<file path="config.mk">
export PLATFORM = sky130hd
export DESIGN_NAME = core_trap_ctrl
export DESIGN_NICKNAME = d
export VERILOG_FILES = /design/src/rtl/core_pkg.sv /design/src/rtl/core_trap_irq_sel.sv /design/src/rtl/core_trap_ctrl.sv
export SDC_FILE = /design/constraint.sdc
export NUM_CORES = 1
export LEC_CHECK = 0
export ABC_AREA = 0
export ABC_CLOCK_PERIOD_IN_PS = 2200
export CAP_MARGIN = 40
export CELL_PAD_IN_SITES_DETAIL_PLACEMENT = 1
export CELL_PAD_IN_SITES_GLOBAL_PLACEMENT = 2
export CORE_AREA = 2 2 263 265
export DETAILED_ROUTE_END_ITERATION = 12
export DIE_AREA = 0 0 265 267
export PLACE_DENSITY = 0.66
export SYNTH_ARGS = -nofsm -noshare
export SYNTH_HDL_FRONTEND = slang
export SYNTH_SLANG_ARGS = --single-unit
</file>
<file path="constraint.sdc">
create_clock -name clk -period 2.2 [get_ports clk]
set_input_delay 0.66 -clock clk [delete_from_list [all_inputs] [get_ports clk]]
set_output_delay 0.66 -clock clk [all_outputs]
set_load 0.005 [all_outputs]
</file>
<file path="src/rtl/core_pkg.sv">
// Shared types and constants for the trap/return sequencer: privilege modes,
// FSM states, mstatus bit positions and the fixed interrupt priority list.
package core_pkg;

   typedef enum logic [1:0] {
      PRV_U = 2'b00,
      PRV_S = 2'b01,
      PRV_M = 2'b11
   } prv_mode_t;

   typedef enum logic [1:0] {
      ST_IDLE,
      ST_DRAIN,
      ST_COMMIT,
      ST_REDIRECT
   } trap_state_t;

   localparam int unsigned MSTATUS_SIE    = 1;
   localparam int unsigned MSTATUS_MIE    = 3;
   localparam int unsigned MSTATUS_SPIE   = 5;
   localparam int unsigned MSTATUS_MPIE   = 7;
   localparam int unsigned MSTATUS_SPP    = 8;
   localparam int unsigned MSTATUS_MPP_LO = 11;
   localparam int unsigned MSTATUS_MPP_HI = 12;
   localparam int unsigned MSTATUS_MPRV   = 17;

   localparam logic [4:0] IRQ_SSI = 5'd1;
   localparam logic [4:0] IRQ_MSI = 5'd3;
   localparam logic [4:0] IRQ_STI = 5'd5;
   localparam logic [4:0] IRQ_MTI = 5'd7;
   localparam logic [4:0] IRQ_SEI = 5'd9;
   localparam logic [4:0] IRQ_MEI = 5'd11;

   // Highest priority first.
   localparam logic [4:0] IRQ_PRIO [6] = '{IRQ_MEI, IRQ_MSI, IRQ_MTI, IRQ_SEI, IRQ_SSI, IRQ_STI};

   // Returns {found, cause} for the highest-priority bit set in the vector.
   function automatic logic [5:0] irq_pick(input logic [31:0] set);
      logic [5:0] r;
      r = '0;
      for (int i = 5; i >= 0; i--) begin
         if (set[IRQ_PRIO[i]]) r = {1'b1, IRQ_PRIO[i]};
      end
      return r;
   endfunction

endpackage

</file>
<file path="src/rtl/core_trap_irq_sel.sv">
// Interrupt enable, fixed-priority selection and delegation target.
// M-level candidates always beat S-level ones.
module core_trap_irq_sel
   import core_pkg::*;
(
   input  logic [31:0] irq_pending,
   input  logic [31:0] csr_mie,
   input  logic [31:0] csr_mideleg,
   input  logic        mstatus_mie,
   input  logic        mstatus_sie,
   input  prv_mode_t   prv_mode,
   output logic        irq_take,
   output logic [4:0]  irq_cause,
   output prv_mode_t   irq_target
);

   logic [31:0] m_set;
   logic [31:0] s_set;
   logic        m_en;
   logic        s_en;
   logic [5:0]  m_pick;
   logic [5:0]  s_pick;

   always_comb begin
      m_set  = irq_pending & csr_mie & ~csr_mideleg;
      s_set  = irq_pending & csr_mie & csr_mideleg;
      m_en   = (prv_mode != PRV_M) || mstatus_mie;
      s_en   = (prv_mode == PRV_U) || ((prv_mode == PRV_S) && mstatus_sie);
      m_pick = m_en ? irq_pick(m_set) : 6'd0;
      s_pick = s_en ? irq_pick(s_set) : 6'd0;

      irq_take  = m_pick[5] | s_pick[5];
      irq_cause = m_pick[5] ? m_pick[4:0] : s_pick[4:0];

      if ((prv_mode != PRV_M) && csr_mideleg[irq_cause]) irq_target = PRV_S;
      else                                               irq_target = PRV_M;
   end

endmodule

</file>
<file path="src/rtl/core_trap_ctrl.sv">
// Trap / xRET sequencer: IDLE -> DRAIN -> COMMIT -> REDIRECT -> IDLE.
// Define CORE_TRAP_VECTORED_EN to honour tvec mode 01 for interrupts.
module core_trap_ctrl
   import core_pkg::*;
(
   input  logic        clk,
   input  logic        rst_n,
   input  logic        exc_valid,
   input  logic [4:0]  exc_cause,
   input  logic [31:0] exc_pc,
   input  logic [31:0] exc_tval,
   input  logic        mret_valid,
   input  logic        sret_valid,
   input  logic        commit_valid,
   input  logic [31:0] commit_pc,
   input  logic [31:0] irq_pending,
   input  prv_mode_t   prv_mode_ff,
   input  logic [31:0] csr_mstatus_ff,
   input  logic [31:0] csr_medeleg_ff,
   input  logic [31:0] csr_mideleg_ff,
   input  logic [31:0] csr_mie_ff,
   input  logic [31:0] csr_mtvec_ff,
   input  logic [31:0] csr_stvec_ff,
   input  logic [31:0] csr_mepc_ff,
   input  logic [31:0] csr_sepc_ff,
   output logic        busy,
   output logic        flush_req,
   input  logic        flush_ack,
   output logic        redirect_valid,
   input  logic        redirect_ready,
   output logic [31:0] redirect_pc,
   output prv_mode_t   prv_mode_wd,
   output logic        prv_mode_we,
   output logic [31:0] csr_mstatus_wd,
   output logic        csr_mstatus_we,
   output logic [31:0] csr_mepc_wd,
   output logic        csr_mepc_we,
   output logic [31:0] csr_mcause_wd,
   output logic        csr_mcause_we,
   output logic [31:0] csr_mtval_wd,
   output logic        csr_mtval_we,
   output logic [31:0] csr_sepc_wd,
   output logic        csr_sepc_we,
   output logic [31:0] csr_scause_wd,
   output logic        csr_scause_we,
   output logic [31:0] csr_stval_wd,
   output logic        csr_stval_we
);

   // state       | meaning
   // ST_IDLE     | sample events, precompute all writes
   // ST_DRAIN    | flush_req high until flush_ack
   // ST_COMMIT   | single cycle, write ports pulse
   // ST_REDIRECT | redirect_valid high until redirect_ready

   trap_state_t state_q, state_d;
   logic [31:0] mstatus_q, mstatus_d;
   logic [31:0] epc_q, epc_d;
   logic [31:0] cause_q, cause_d;
   logic [31:0] tval_q, tval_d;
   logic [31:0] redir_q, redir_d;
   prv_mode_t   prv_q, prv_d;
   logic        to_m_q, to_m_d;
   logic        to_s_q, to_s_d;

   logic        irq_take;
   logic [4:0]  irq_cause;
   prv_mode_t   irq_target;

   logic        take_irq;
   logic        intr;
   logic [4:0]  cause;
   prv_mode_t   tgt;
   logic [31:0] ms;
   logic [31:0] tvec;
   logic [31:0] base;
   logic [31:0] vec;
   logic [1:0]  mpp;

   core_trap_irq_sel u_irq_sel (
      .irq_pending (irq_pending),
      .csr_mie     (csr_mie_ff),
      .csr_mideleg (csr_mideleg_ff),
      .mstatus_mie (csr_mstatus_ff[MSTATUS_MIE]),
      .mstatus_sie (csr_mstatus_ff[MSTATUS_SIE]),
      .prv_mode    (prv_mode_ff),
      .irq_take    (irq_take),
      .irq_cause   (irq_cause),
      .irq_target  (irq_target)
   );

   always_comb begin
      take_irq = !exc_valid && commit_valid && irq_take;
      intr     = !exc_valid;
      cause    = exc_valid ? exc_cause : irq_cause;
      if (!exc_valid)                                           tgt = irq_target;
      else if ((prv_mode_ff != PRV_M) && csr_medeleg_ff[cause]) tgt = PRV_S;
      else                                                      tgt = PRV_M;
      tvec = (tgt == PRV_M) ? csr_mtvec_ff : csr_stvec_ff;
      base = tvec & ~32'h3;
`ifdef CORE_TRAP_VECTORED_EN
      vec  = ((tvec[1:0] == 2'b01) && intr) ? base + {25'd0, cause, 2'b00} : base;
`else
      vec  = base;
`endif
      mpp  = csr_mstatus_ff[MSTATUS_MPP_HI:MSTATUS_MPP_LO];

      state_d   = state_q;
      mstatus_d = mstatus_q;
      epc_d     = epc_q;
      cause_d   = cause_q;
      tval_d    = tval_q;
      redir_d   = redir_q;
      prv_d     = prv_q;
      to_m_d    = to_m_q;
      to_s_d    = to_s_q;
      ms        = csr_mstatus_ff;

      case (state_q)
         ST_IDLE: begin
            if (exc_valid || take_irq) begin
               if (tgt == PRV_M) begin
                  ms[MSTATUS_MPIE] = ms[MSTATUS_MIE];
                  ms[MSTATUS_MIE]  = 1'b0;
                  ms[MSTATUS_MPP_HI:MSTATUS_MPP_LO] = prv_mode_ff;
               end else begin
                  ms[MSTATUS_SPIE] = ms[MSTATUS_SIE];
                  ms[MSTATUS_SIE]  = 1'b0;
                  ms[MSTATUS_SPP]  = prv_mode_ff[0];
               end
               mstatus_d = ms;
               epc_d     = (exc_valid ? exc_pc : commit_pc) & ~32'h3;
               cause_d   = {intr, 26'd0, cause};
               tval_d    = exc_valid ? exc_tval : 32'd0;
               redir_d   = vec;
               prv_d     = tgt;
               to_m_d    = (tgt == PRV_M);
               to_s_d    = (tgt == PRV_S);
               state_d   = ST_DRAIN;
            end else if (mret_valid) begin
               ms[MSTATUS_MIE]  = ms[MSTATUS_MPIE];
               ms[MSTATUS_MPIE] = 1'b1;
               ms[MSTATUS_MPP_HI:MSTATUS_MPP_LO] = PRV_U;
               if (mpp != PRV_M) ms[MSTATUS_MPRV] = 1'b0;
               mstatus_d = ms;
               redir_d   = csr_mepc_ff;
               prv_d     = prv_mode_t'(mpp);
               to_m_d    = 1'b0;
               to_s_d    = 1'b0;
               state_d   = ST_DRAIN;
            end else if (sret_valid) begin
               ms[MSTATUS_SIE]  = ms[MSTATUS_SPIE];
               ms[MSTATUS_SPIE] = 1'b1;
               ms[MSTATUS_SPP]  = 1'b0;
               ms[MSTATUS_MPRV] = 1'b0;
               mstatus_d = ms;
               redir_d   = csr_sepc_ff;
               prv_d     = prv_mode_t'({1'b0, csr_mstatus_ff[MSTATUS_SPP]});
               to_m_d    = 1'b0;
               to_s_d    = 1'b0;
               state_d   = ST_DRAIN;
            end
         end
         ST_DRAIN:    if (flush_ack) state_d = ST_COMMIT;
         ST_COMMIT:   state_d = ST_REDIRECT;
         ST_REDIRECT: if (redirect_ready) state_d = ST_IDLE;
         default:     state_d = ST_IDLE;
      endcase
   end

   always_ff @(posedge clk or negedge rst_n) begin
      if (!rst_n) begin
         state_q   <= ST_IDLE;
         mstatus_q <= '0;
         epc_q     <= '0;
         cause_q   <= '0;
         tval_q    <= '0;
         redir_q   <= '0;
         prv_q     <= PRV_U;
         to_m_q    <= 1'b0;
         to_s_q    <= 1'b0;
      end else begin
         state_q   <= state_d;
         mstatus_q <= mstatus_d;
         epc_q     <= epc_d;
         cause_q   <= cause_d;
         tval_q    <= tval_d;
         redir_q   <= redir_d;
         prv_q     <= prv_d;
         to_m_q    <= to_m_d;
         to_s_q    <= to_s_d;
      end
   end

   logic commit;
   logic wm;
   logic ws;

   always_comb begin
      commit         = (state_q == ST_COMMIT);
      wm             = commit && to_m_q;
      ws             = commit && to_s_q;
      busy           = (state_q != ST_IDLE);
      flush_req      = (state_q == ST_DRAIN);
      redirect_valid = (state_q == ST_REDIRECT);
      redirect_pc    = redirect_valid ? redir_q : 32'd0;
      prv_mode_we    = commit;
      prv_mode_wd    = commit ? prv_q : PRV_U;
      csr_mstatus_we = commit;
      csr_mstatus_wd = commit ? mstatus_q : 32'd0;
      csr_mepc_we    = wm;
      csr_mepc_wd    = wm ? epc_q : 32'd0;
      csr_mcause_we  = wm;
      csr_mcause_wd  = wm ? cause_q : 32'd0;
      csr_mtval_we   = wm;
      csr_mtval_wd   = wm ? tval_q : 32'd0;
      csr_sepc_we    = ws;
      csr_sepc_wd    = ws ? epc_q : 32'd0;
      csr_scause_we  = ws;
      csr_scause_wd  = ws ? cause_q : 32'd0;
      csr_stval_we   = ws;
      csr_stval_wd   = ws ? tval_q : 32'd0;
   end

endmodule

</file>
==> summary.md <==
| Metric | Value |
|---|---|
| Reg-to-reg endpoint | redir_q[7] |
| Most common cell in the synthesized netlist | nand2_1 |
| Syn-to-layout area delta | 135.9% |
| Static leakage | between 10 and 15 nW |
| Fraction of layout instances using a drive strength above 1 | roughly 54% |
| Power share of the combinational group | between 60% and 70% |
| Max-slew violation count | 0 |
| Vias per inst | about 4.3 |
| Status | complete, but fails checks |
| Antenna-violating nets left | 0 |
| Global-route wire length before repair | 93.08 mm |
| Max Root-Sink Buffers | 2 |
| Synth Cell Area | between 9000 and 10000 um^2 |
| TritonCTS clock tree | yes |
| Fmax | 0.3239 GHz |
| Via count | between 10000 and 15000 |
| Final WS setup | -0.8871 ns |
| Mean Syn Cell Area | approximately 8.2 um^2 |
| # fillers | around 7500 |
| Slew headroom | between 30% and 40% |
| Initial antenna violation count | 10 |
| WL/cell | between 20 and 25 um |
| Library cells used by synthesis | between 60 and 70 |
| Flip-flop and latch area | around 3500 um^2 |
| Multi-input gate area | around 7500 um^2 |
| Final min period | 3.087 ns |
| Largest net degree at the start of global routing | 60 |
| GR Util All Layers | 18.07% |
| Clock sinks | roughly 140 |
| H-tree Lvls | 4 |
| DRT Pass-1 Iters | 4 |
| YS warnings | 0 |
| Fin. Hold Viols | 0 |
| Sequential fraction of the synthesis area | between 30% and 40% |
| Sw frac | 40.02% |
| CP Max Fanout | 8 |
| Vias in the first global route | approximately 14000 |
| Clk pwr share | 12.5% |
| IO Port Bufs | roughly 530 |
| Reg2reg start | state_q[0] |
| Top cells by area in the synthesized netlist | dfrtp_1 (36%), and3_1 (9.1%), nand2_1 (8.8%), mux2i_1 (7.6%), buf_4 (4.9%) |
| Async SR Flop Fraction | 100.0% |
| Clock Latency Late Sink | 0.48 ns |
| Initial core utilization | roughly 14% |
| Post-Layout Cell Count | 2849 |
| Nets | 2352 |
| Worst path required time | about 2.6 ns |
| Post-synth top area cell | dfrtp_1 |
| Worst-Margin Slew | 0.9004 ns |
| Placed insts | roughly 2600 |
| Die width | approximately 270 um |
| Core Footprint | slightly below 70000 um^2 |
| Net Switching | between 9 and 10 mW |
| Die Ht | 267 um |
| Critical path class | in2reg |
| Peak VDD IR | 0.4974 mV |
| RSZ-0062 raised after global routing | yes |
| GRT overflow | 0 |
| P per Cell Area | ~1100 nW/um^2 |
| Final WL | about 66 mm |
| Worst reg2reg setup slack | ~0.04 ns |
| WHS | 0.1604 ns |
| Die area | between 70000 and 80000 um^2 |
| Synth top cells by count | nand2_1 (226), and3_1 (140), dfrtp_1 (138), clkbuf_1 (90), mux2i_1 (73) |
| Reg power frac | a little over a fifth |
| Period utilization | 140.3% |
| Root buf cell | clkbuf_16 |
| Clock Skew | about 0.014 ns |
| Int Pwr | 14.27 mW |
| Startpoint Class | input port |
| Setup violators final | approximately 350 |
| Final HPWL DP | 43.07 mm |
| Placer Congestion | between 0.7 and 0.8 |
| I/O pins | between 600 and 700 |
| FF-to-FF path depth | 11 |
| EDFF count, synth | 0 |
| Violated checks | negative setup slack |
| #FFs+latches synth | 138 |
| Post-synth top flop | dfrtp_1 |
| Max-Cap Viols | 0 |
| CP Capture Type | register |
| Remaining routing DRC violations | 0 |
| Site Rows | 96 |
| Post-Synthesis Cells | ~1200 |
| Top cell type's share of synthesized area | approximately 36% |
| CTS clk-pin slew, worst paths | 0.07 ns |
| Cts bufs inserted | 17 |
| Crit path arrival time | roughly 3.5 ns |
| Hold Path Class | in2async |
| DR iter-0 viols | 406 |
## final cells by class
class	instances	area share, %
Clock inverter	11	0.4920
Timing Repair Buffer	870	44.11
Antenna cell	5	0.05528
Tap cell	882	4.876
Inverter	12	0.2211
Sequential cell	138	15.27
Multi-Input combinational cell	910	32.98
Clock buffer	21	1.990
## worst max path at each step
| stage | slack [ns] | start | endpoint |
|---|---|---|---|
| 2_1_floorplan | -0.96 | csr_mie_ff[5] | mstatus_q[12] |
| 3_3_place_gp | -1.74 | csr_mideleg_ff[5] | redir_q[25] |
| 3_5_place_dp | -1.86 | csr_mideleg_ff[5] | redir_q[29] |
| 4_1_cts | -0.82 | csr_mideleg_ff[11] | redir_q[7] |
| 5_1_grt | -0.98 | csr_mideleg_ff[5] | mstatus_q[8] |
| 6_report | -0.89 | csr_mideleg_ff[5] | redir_q[11] |
## power groups by stage
| stage | clock, mW | sequential, mW | combinational, mW |
|---|---|---|---|
| 3_5_place_dp | 0 | 4.65 | 8.59 |
| 2_1_floorplan | 0 | 4.22 | 4.28 |
| 5_1_grt | 3.19 | 5.15 | 16.9 |
| 3_3_place_gp | 0 | 4.61 | 8.40 |
| 6_report | 2.98 | 5.01 | 15.8 |
| 4_1_cts | 3.10 | 4.77 | 15.3 |
## per-stage QoR
stage / util (%) / power (mW) / cell area (um^2) / worst slack [ns] / setup TNS [ns]
global placement: 24.85 / 13.00 / 16900 / -1.736 / -192.79
floorplan: - / 8.498 / 10040 / -0.9573 / -51.57
finish: 33.29 / 23.80 / 22630 / -0.8871 / -147.00
detailed placement: 24.85 / 13.24 / 16900 / -1.859 / -203.88
CTS: 31.67 / 23.19 / 21530 / -0.8165 / -161.10
global route: 33.29 / 25.19 / 22630 / -0.9751 / -168.97
## placed cells by master, fill, tap and decap left out, types with 13 or more instances in the layout
cell               n
and2_4            67
nor2_1            15
nand2_4           54
o21ai_1           18
buf_2             13
clkdlybuf4s50_1  288
mux2i_1           73
clkbuf_16         20
buf_6            298
nand3_1           42
a31oi_1           30
a311o_1           16
buf_12            56
dfrtp_1          135
nand2_1           89
o21ai_2           23
nand2_2           83
a21oi_1           51
and3_4           134
buf_4            140
nand4_1           17
buf_8             34
o31ai_1           20
conb_1            56
buf_16            30
## sequential cells by signal (all words and copies together), names as in the netlist, 2 cells and up
name / flops
redir_q: 32
prv_q: 2
epc_q: 30
mstatus_q: 32
state_q: 2
cause_q: 6
tval_q: 32
## what timing repair did
| action | 4_1_cts | 5_1_grt |
|---|---|---|
| pin swaps | 113 | 49 |
| gates cloned | 55 | 3 |
| setup endpoints to repair | 351 | 351 |
| buffers inserted | 144 | 36 |
| gates resized for setup | 1486 | 439 |
| hold buffers | 0 | 0 |
## worst max-delay path, cell delays in order
cell	delay [ns]
buf_6	0.09
and3b_1	0.23
buf_4	0.12
a31oi_2	0.09
o31a_1	0.39
o31a_1	0.19
buf_4	0.16
o2111ai_4	0.19
o21ai_4	0.10
o41a_1	0.45
buf_12	0.17
nor3_4	0.20
buf_6	0.21
a311o_1	0.20
## logic make-up after synthesis
group	count (synthesis)	share of synthesized area (%)
compound gates	234	16.46
fa+ha+maj	4	0.5217
buf+inv	181	9.898
flops	138	35.99
mux	76	8.086
other cells	1	0.03909
simple gates	540	29.00
## routing by layer
metal / track usage [%] / share of wire (%)
met5: 0 / 0.12
met4: 7.024 / 3.2
met3: 4.733 / 5.7
met2: 32.00 / 51
met1: 20.71 / 40
Note: power is estimated with default switching activity, not from simulation.
